<file path="src/rtl/writeback_stage_pkg.sv">
// Shared definitions for the writeback stage: default widths, opcode map,
// condition-code encodings and the component-move sequencer states.
package writeback_stage_pkg;

  localparam int WB_REG_WIDTH     = 16;
  localparam int WB_VREG_WIDTH    = 64;
  localparam int WB_VREG_ID_WIDTH = 6;
  localparam int WB_PC_WIDTH      = 16;
  localparam int WB_OPCODE_WIDTH  = 8;
  localparam int WB_NUM_COMP      = 4;

  localparam logic [7:0] OP_ADD_D     = 8'h01;
  localparam logic [7:0] OP_ADD_F     = 8'h02;
  localparam logic [7:0] OP_ADDI_D    = 8'h03;
  localparam logic [7:0] OP_ADDI_F    = 8'h04;
  localparam logic [7:0] OP_AND_D     = 8'h05;
  localparam logic [7:0] OP_ANDI_D    = 8'h06;
  localparam logic [7:0] OP_MOV       = 8'h07;
  localparam logic [7:0] OP_MOVI_D    = 8'h08;
  localparam logic [7:0] OP_MOVI_F    = 8'h09;
  localparam logic [7:0] OP_LDB       = 8'h10;
  localparam logic [7:0] OP_LDW       = 8'h11;
  localparam logic [7:0] OP_STB       = 8'h12;
  localparam logic [7:0] OP_STW       = 8'h13;
  localparam logic [7:0] OP_CMP       = 8'h20;
  localparam logic [7:0] OP_CMPI      = 8'h21;
  localparam logic [7:0] OP_BRN       = 8'h30;
  localparam logic [7:0] OP_BRZ       = 8'h31;
  localparam logic [7:0] OP_BRP       = 8'h32;
  localparam logic [7:0] OP_BRNZ      = 8'h33;
  localparam logic [7:0] OP_BRNP      = 8'h34;
  localparam logic [7:0] OP_BRZP      = 8'h35;
  localparam logic [7:0] OP_BRNZP     = 8'h36;
  localparam logic [7:0] OP_JMP       = 8'h37;
  localparam logic [7:0] OP_JSR       = 8'h38;
  localparam logic [7:0] OP_JSRR      = 8'h39;
  localparam logic [7:0] OP_VADD      = 8'h40;
  localparam logic [7:0] OP_VMOV      = 8'h41;
  localparam logic [7:0] OP_VMOVI     = 8'h42;
  localparam logic [7:0] OP_VCOMPMOV  = 8'h43;
  localparam logic [7:0] OP_VCOMPMOVI = 8'h44;

  localparam logic [2:0] CC_N = 3'b100;
  localparam logic [2:0] CC_Z = 3'b010;
  localparam logic [2:0] CC_P = 3'b001;

  // JSR/JSRR link register
  localparam logic [3:0] LINK_REG = 4'd7;

  typedef enum logic [1:0] {
    WB_IDLE  = 2'd0,
    WB_VREAD = 2'd1,
    WB_VWAIT = 2'd2
  } wb_state_e;

  function automatic logic is_comp_move(input logic [7:0] op);
    return (op == OP_VCOMPMOV) || (op == OP_VCOMPMOVI);
  endfunction

endpackage

</file>
<file path="src/rtl/writeback_stage_cc_gen.sv">
// Combinational condition-code generator: one-hot {N,Z,P} from a scalar result.
module cc_gen
  import writeback_stage_pkg::*;
#(
  parameter int W = WB_REG_WIDTH
) (
  input  logic [W-1:0] data_i,
  output logic [2:0]   cc_o
);

  always_comb begin
    cc_o = CC_P;
    if (data_i[W-1]) begin
      cc_o = CC_N;
    end else if (data_i == '0) begin
      cc_o = CC_Z;
    end
  end

endmodule

</file>
<file path="src/rtl/writeback_stage.sv">
// Commit stage: scalar/vector RF writes, CC updates, PC redirects, retire count.
// Single-cycle ops commit one edge after acceptance; component moves take 3 edges.
module writeback_stage
  import writeback_stage_pkg::*;
#(
  parameter int REG_WIDTH     = WB_REG_WIDTH,
  parameter int VREG_WIDTH    = WB_VREG_WIDTH,
  parameter int VREG_ID_WIDTH = WB_VREG_ID_WIDTH,
  parameter int PC_WIDTH      = WB_PC_WIDTH,
  parameter int OPCODE_WIDTH  = WB_OPCODE_WIDTH
) (
  input  logic                     I_CLOCK,
  input  logic                     I_RESET,
  input  logic                     I_LOCK,
  input  logic                     I_MW_Valid,
  input  logic [PC_WIDTH-1:0]      I_PC,
  input  logic [OPCODE_WIDTH-1:0]  I_Opcode,
  input  logic [3:0]               I_DestRegIdx,
  input  logic [VREG_ID_WIDTH-1:0] I_DestVRegIdx,
  input  logic [1:0]               I_Idx,
  input  logic [REG_WIDTH-1:0]     I_ALUOut,
  input  logic [REG_WIDTH-1:0]     I_MemOut,
  input  logic [VREG_WIDTH-1:0]    I_VecResult,
  input  logic                     I_BranchTaken,
  input  logic [PC_WIDTH-1:0]      I_BranchPC,
  input  logic [VREG_WIDTH-1:0]    I_VRdData,
  output logic                     O_WBStall,
  output logic                     O_VRdReq,
  output logic [VREG_ID_WIDTH-1:0] O_VRdIdx,
  output logic                     O_RegWEn,
  output logic [3:0]               O_WriteBackRegIdx,
  output logic [REG_WIDTH-1:0]     O_WriteBackData,
  output logic                     O_VRegWEn,
  output logic [VREG_ID_WIDTH-1:0] O_WriteBackVRegIdx,
  output logic [VREG_WIDTH-1:0]    O_WriteBackVData,
  output logic                     O_CCWEn,
  output logic [2:0]               O_CCValue,
  output logic                     O_WriteBackPCEn,
  output logic [PC_WIDTH-1:0]      O_WriteBackPC,
  output logic [3:0]               O_WDDestRegIdx,
  output logic                     O_WDDestWrite,
  output logic [31:0]              O_RetireCount
);

  wb_state_e state_q, state_d;

  logic                     reg_wen_q;
  logic [3:0]               reg_idx_q;
  logic [REG_WIDTH-1:0]     reg_data_q;
  logic                     vreg_wen_q;
  logic [VREG_ID_WIDTH-1:0] vreg_idx_q;
  logic [VREG_WIDTH-1:0]    vreg_data_q;
  logic                     cc_wen_q;
  logic [2:0]               cc_q;
  logic                     pc_en_q;
  logic [PC_WIDTH-1:0]      pc_q;
  logic [31:0]              retire_q, retire_d;

  // Operands of an in-flight component move
  logic [VREG_ID_WIDTH-1:0] cm_vidx_q;
  logic [1:0]               cm_comp_q;
  logic [REG_WIDTH-1:0]     cm_data_q;

  logic [7:0]               op;
  logic                     accept;
  logic                     cm_commit;
  logic                     dec_reg_we;
  logic                     dec_cc_we;
  logic                     dec_vreg_we;
  logic                     dec_pc_en;
  logic                     dec_cmov;
  logic [3:0]               dec_reg_idx;
  logic [REG_WIDTH-1:0]     dec_data;
  logic [2:0]               dec_cc;
  logic [VREG_WIDTH-1:0]    merged_vec;

  assign op        = 8'(I_Opcode);
  assign O_WBStall = (state_q != WB_IDLE);
  assign accept    = I_LOCK && I_MW_Valid && (state_q == WB_IDLE);
  assign cm_commit = I_LOCK && (state_q == WB_VWAIT);

  always_comb begin
    dec_reg_we  = 1'b0;
    dec_cc_we   = 1'b0;
    dec_vreg_we = 1'b0;
    dec_pc_en   = 1'b0;
    dec_cmov    = 1'b0;
    dec_reg_idx = I_DestRegIdx;
    dec_data    = I_ALUOut;
    case (op)
      OP_ADD_D, OP_ADD_F, OP_ADDI_D, OP_ADDI_F, OP_AND_D, OP_ANDI_D,
      OP_MOV, OP_MOVI_D, OP_MOVI_F: begin
        dec_reg_we = 1'b1;
        dec_cc_we  = 1'b1;
      end
      OP_LDW: begin
        dec_data   = I_MemOut;
        dec_reg_we = 1'b1;
        dec_cc_we  = 1'b1;
      end
      OP_LDB: begin
        dec_data   = {{(REG_WIDTH-8){I_MemOut[7]}}, I_MemOut[7:0]};
        dec_reg_we = 1'b1;
        dec_cc_we  = 1'b1;
      end
      OP_CMP, OP_CMPI: begin
        dec_cc_we = 1'b1;
      end
      OP_BRN, OP_BRZ, OP_BRP, OP_BRNZ, OP_BRNP, OP_BRZP, OP_BRNZP: begin
        dec_pc_en = I_BranchTaken;
      end
      OP_JMP: begin
        dec_pc_en = 1'b1;
      end
      OP_JSR, OP_JSRR: begin
        dec_reg_we  = 1'b1;
        dec_reg_idx = LINK_REG;
        dec_data    = REG_WIDTH'(I_PC);
        dec_pc_en   = 1'b1;
      end
      OP_VADD, OP_VMOV, OP_VMOVI: begin
        dec_vreg_we = 1'b1;
      end
      OP_VCOMPMOV, OP_VCOMPMOVI: begin
        dec_cmov = 1'b1;
      end
      default: begin
        // Stores and unknown opcodes retire without side effects
      end
    endcase
  end

  cc_gen #(
    .W(REG_WIDTH)
  ) u_cc_gen (
    .data_i(dec_data),
    .cc_o  (dec_cc)
  );

  always_comb begin
    merged_vec = I_VRdData;
    for (int k = 0; k < WB_NUM_COMP; k++) begin
      if (cm_comp_q == 2'(k)) begin
        merged_vec[k*REG_WIDTH +: REG_WIDTH] = cm_data_q;
      end
    end
  end

  always_comb begin
    state_d = state_q;
    case (state_q)
      WB_IDLE: begin
        if (accept && is_comp_move(op)) begin
          state_d = WB_VREAD;
        end
      end
      WB_VREAD: begin
        if (I_LOCK) begin
          state_d = WB_VWAIT;
        end
      end
      WB_VWAIT: begin
        // Read data is only guaranteed the cycle after the request, so a
        // freeze here falls back to re-issuing the read.
        state_d = I_LOCK ? WB_IDLE : WB_VREAD;
      end
      default: begin
        state_d = WB_IDLE;
      end
    endcase
  end

  always_comb begin
    retire_d = retire_q;
    if ((accept && !dec_cmov) || cm_commit) begin
      retire_d = retire_q + 32'd1;
    end
  end

  always_ff @(posedge I_CLOCK) begin
    if (I_RESET) begin
      state_q     <= WB_IDLE;
      reg_wen_q   <= 1'b0;
      reg_idx_q   <= '0;
      reg_data_q  <= '0;
      vreg_wen_q  <= 1'b0;
      vreg_idx_q  <= '0;
      vreg_data_q <= '0;
      cc_wen_q    <= 1'b0;
      cc_q        <= '0;
      pc_en_q     <= 1'b0;
      pc_q        <= '0;
      retire_q    <= '0;
      cm_vidx_q   <= '0;
      cm_comp_q   <= '0;
      cm_data_q   <= '0;
    end else begin
      state_q    <= state_d;
      retire_q   <= retire_d;
      reg_wen_q  <= 1'b0;
      vreg_wen_q <= 1'b0;
      cc_wen_q   <= 1'b0;
      pc_en_q    <= 1'b0;
      if (accept) begin
        if (dec_reg_we) begin
          reg_wen_q  <= 1'b1;
          reg_idx_q  <= dec_reg_idx;
          reg_data_q <= dec_data;
        end
        if (dec_cc_we) begin
          cc_wen_q <= 1'b1;
          cc_q     <= dec_cc;
        end
        if (dec_vreg_we) begin
          vreg_wen_q  <= 1'b1;
          vreg_idx_q  <= I_DestVRegIdx;
          vreg_data_q <= I_VecResult;
        end
        if (dec_pc_en) begin
          pc_en_q <= 1'b1;
          pc_q    <= I_BranchPC;
        end
        if (dec_cmov) begin
          cm_vidx_q <= I_DestVRegIdx;
          cm_comp_q <= I_Idx;
          cm_data_q <= I_ALUOut;
        end
      end
      if (cm_commit) begin
        vreg_wen_q  <= 1'b1;
        vreg_idx_q  <= cm_vidx_q;
        vreg_data_q <= merged_vec;
      end
    end
  end

  assign O_VRdReq           = (state_q == WB_VREAD);
  assign O_VRdIdx           = cm_vidx_q;
  assign O_RegWEn           = reg_wen_q;
  assign O_WriteBackRegIdx  = reg_idx_q;
  assign O_WriteBackData    = reg_data_q;
  assign O_VRegWEn          = vreg_wen_q;
  assign O_WriteBackVRegIdx = vreg_idx_q;
  assign O_WriteBackVData   = vreg_data_q;
  assign O_CCWEn            = cc_wen_q;
  assign O_CCValue          = cc_q;
  assign O_WriteBackPCEn    = pc_en_q;
  assign O_WriteBackPC      = pc_q;
  assign O_WDDestRegIdx     = reg_idx_q;
  assign O_WDDestWrite      = reg_wen_q;
  assign O_RetireCount      = retire_q;

endmodule
</file>
<file path="config.mk">
export PLATFORM = sky130hd
export DESIGN_NAME = writeback_stage
export DESIGN_NICKNAME = d
export VERILOG_FILES = /design/src/rtl/writeback_stage_pkg.sv /design/src/rtl/writeback_stage_cc_gen.sv /design/src/rtl/writeback_stage.sv
export SDC_FILE = /design/constraint.sdc
export NUM_CORES = 1
export LEC_CHECK = 0
export ABC_AREA = 1
export BUFFER_PORTS_ARGS = -buffer_cell sky130_fd_sc_hd__buf_2
export CAP_MARGIN = 5
export CORE_ASPECT_RATIO = 0.6
export CORE_UTILIZATION = 35
export DETAILED_ROUTE_END_ITERATION = 10
export PLACE_DENSITY = 0.72
export SYNTH_ARGS = -nofsm -noshare
export SYNTH_HDL_FRONTEND = slang
export SYNTH_SLANG_ARGS = --single-unit
export TNS_END_PERCENT = 1
</file>
<file path="constraint.sdc">
create_clock -name I_CLOCK -period 3.9 [get_ports I_CLOCK]
set_input_delay 0.195 -clock I_CLOCK [delete_from_list [all_inputs] [get_ports I_CLOCK]]
set_output_delay 0.195 -clock I_CLOCK [all_outputs]
set_load 0.01 [all_outputs]
</file>
==> metrics.txt <==
Max-Cap Viols 0; critical path class flop to flop; Initial Util 36.4%; PostCTS Resize Cnt 0; relative slew slack 20.9%; I/O pins 375; Worst EP arrival 3.06 ns; DR WL/cell 18.0 µm; Synth top area share 41.8%; clock-pin slew on the worst setup and hold paths 0.07 ns; P_leak 0.00530 µW; top-count cell post-synth nand2_1; number of synthesized flops with an enable pin 0; die area 24000 µm²; f_max 368 MHz; gr busiest metal met2; Layout Cells excl Fill 1822; total number of vias 9524; maximum VDD drop 0.289 mV; setup TNS 0 ns; Critical Path Start Type flop; WHS Path Cells 3; vias in the first global route 8909; top post-synthesis cells by area dfxtp_1, nand2_1, o21ai_0; met3 usage 6.89%; CP Buf/Inv Count 3; clock skew 0.0104 ns; Synth Cell Area 8190 µm²; Chip Width 200 µm; synth warn 0; first-pass GRT wire length 48800 µm; height of the chip 121 µm; Seq/Total Area, Yosys 41.8%; CP top delay family buffers and inverters; CP Data Required Time 4.24 ns; CTS Buf Count 17; DP HPWL 23800 µm; GP Congestion 0.891; asr flop ratio synth 0%; final WL 32800 µm; met2 usage 41.1%; drt drc 0; leading area contributor after synthesis dfxtp_1; Worst Setup SP state_q[1]$_SDFFE_PP0P_; Rows 42; Synth Instances 1161; post-synth cell types 35; fin nets 1719; H-tree levels 4; IO buf count 374; RSZ-0062 raised after global routing no; Worst setup EP type flop; top cells by count, synth nand2_1, dfxtp_1, o21ai_0; pin count of the biggest net entering global routing 87; clk buf depth 2; outcome completed; share of layout cells above drive strength 1 30.0%; GRT Overall Usage 26.7%; clk sinks 171; Layout Area Growth over Synthesis 34.3%; grt met1 use 36.4%; R2R Path Start state_q[1]$_SDFFE_PP0P_; Slowest cell on crit path nand2_4; Clock Latency Late Sink 0.43 ns; Final period util 69.7%; Hold Path Sink O_WriteBackVData[33]$_SDFFE_PP0P_; Hold Violations, Final 0; CTS tree done; post-cts hold buffer count 19; GRT overflow 0; worst-path cell chain inv_2 -> nor3_2 -> clkinv_2 -> nand2_4 -> buf_12 -> o21ai_0 -> a31oi_1; Power Dens Cells 349 nW/µm²; Pwr Total 3840 µW; dpl cells 1771; reg2reg end O_WriteBackVData[62]$_SDFFE_PP0P_; DR pass1 iterations 5; root buffer cell clkbuf_16; worst slew pin tran 1.18 ns; number of synthesized register bits 171; remaining antenna violation count 0; final max-slew violation count 0; antenna violations before repair 3; Post-Syn Nets 1379; CP max FO 84; postcts setup bufs 0; final worst slack 1.18 ns; CORE AREA 22500 µm²; Final setup viols 0; Critical Path Max Stage Delay 0.66 ns; Vias/cell 5.23; worst min-delay path class input pin to flop; dpl ws 1.16 ns; initial drt markers 738; setup slack, reg-to-reg 1.18 ns; Main synth FF type dfxtp_1; fin crit period 2.72 ns; Hold Path Origin I_VecResult[33]; syn_area_per_cell 7.06 µm²; Reg2Reg Depth 7
==> logic make-up (layout without fill, tap and decap cells) <==
kind of cell / after synthesis / count (layout) / share of synthesized area [%]
xor+xnor: 6 / 6 / 0.641
simple gates: 432 / 432 / 22.8
other cells: 0 / 2 / 0
buf+inv: 167 / 518 / 8.23
flops: 171 / 171 / 41.8
compound gates: 384 / 384 / 26.4
fa+ha+maj: 1 / 1 / 0.153
==> placed cells by master, fill, tap and decap left out, types with 8 or more instances in the layout <==
master | Yosys | layout
nand2_1 | 229 | 228
o21ai_0 | 161 | 161
nand4_1 | 14 | 14
dlygate4sd3_1 | 0 | 19
a31oi_1 | 89 | 89
nand2_2 | 12 | 12
nor2_1 | 106 | 103
clkbuf_16 | 0 | 17
nand3_1 | 22 | 21
o211ai_1 | 48 | 48
inv_2 | 9 | 8
nor2_2 | 5 | 8
inv_1 | 78 | 77
buf_2 | 5 | 374
nor3_1 | 28 | 27
dfxtp_1 | 171 | 171
a21oi_1 | 77 | 77
==> worst max-delay path by stage <==
stage | to | slack, ns | depth (start not counted)
after floorplan | O_RetireCount[26]$_SDFFE_PP0P_ | 2.09 | 11
after global routing | O_RetireCount[25]$_SDFFE_PP0P_ | 0.95 | 10
after CTS | O_RetireCount[26]$_SDFFE_PP0P_ | 1.20 | 10
after global placement | O_WriteBackData[8]$_SDFFE_PP0P_ | 1.14 | 12
final | O_WriteBackVData[62]$_SDFFE_PP0P_ | 1.18 | 7
after detailed placement | O_WriteBackData[6]$_SDFFE_PP0P_ | 1.16 | 12
==> metal layers <==
| layer | vias up | wire, µm |
|---|---|---|
| li1 | 4652 | - |
| met1 | 4354 | 14700 |
| met2 | 468 | 14200 |
| met3 | 46 | 3080 |
| met4 | 4 | 677 |
| met5 | - | 30 |
==> area by class of cell <==
| class | instances | area, µm² |
|---|---|---|
| Inverter | 87 | 330 |
| Multi-Input combinational cell | 823 | 4120 |
| Antenna cell | 2 | 5.00 |
| Clock inverter | 11 | 171 |
| Fill cell | 2286 | 11500 |
| Timing Repair Buffer | 401 | 2130 |
| Tap cell | 308 | 385 |
| Clock buffer | 19 | 433 |
| Sequential cell | 171 | 3420 |
==> state kept, by name, indices dropped and copies added, names as in the netlist <==
name and cells:
O_CCValue 3, state_q 2, O_CCWEn 1, cm_comp_q 2, O_WDDestRegIdx 4, O_WriteBackData 16, O_RegWEn 1, O_WriteBackPC 16
cm_data_q 16, O_VRegWEn 1, O_WriteBackVData 64, O_VRdIdx 6, O_WriteBackVRegIdx 6, O_WriteBackPCEn 1, O_RetireCount 32
==> worst reg2reg max path: stages (launching register included) <==
cell and delay, ns:
dfxtp_1 0.39, inv_2 0.06, nor3_2 0.21, clkinv_2 0.53, nand2_4 0.67, buf_12 0.37
o21ai_0 0.18, a31oi_1 0.23
==> metrics by stage <==
step	area (µm²)	util (%)	hold slack (ns)
final	11000	48.9	0.0261
after CTS	11000	48.9	0.00977
after detailed placement	10200	45.4	0.420
after global routing	11000	48.9	0.0152
after global placement	10200	45.4	0.417
after floorplan	8190	-	0.326
==> power by group <==
part | internal [µW] | switching [µW]
logic | 132 | 149
clock network | 1070 | 732
registers | 1750 | 5.98
Power figures use the tool's default switching activity.
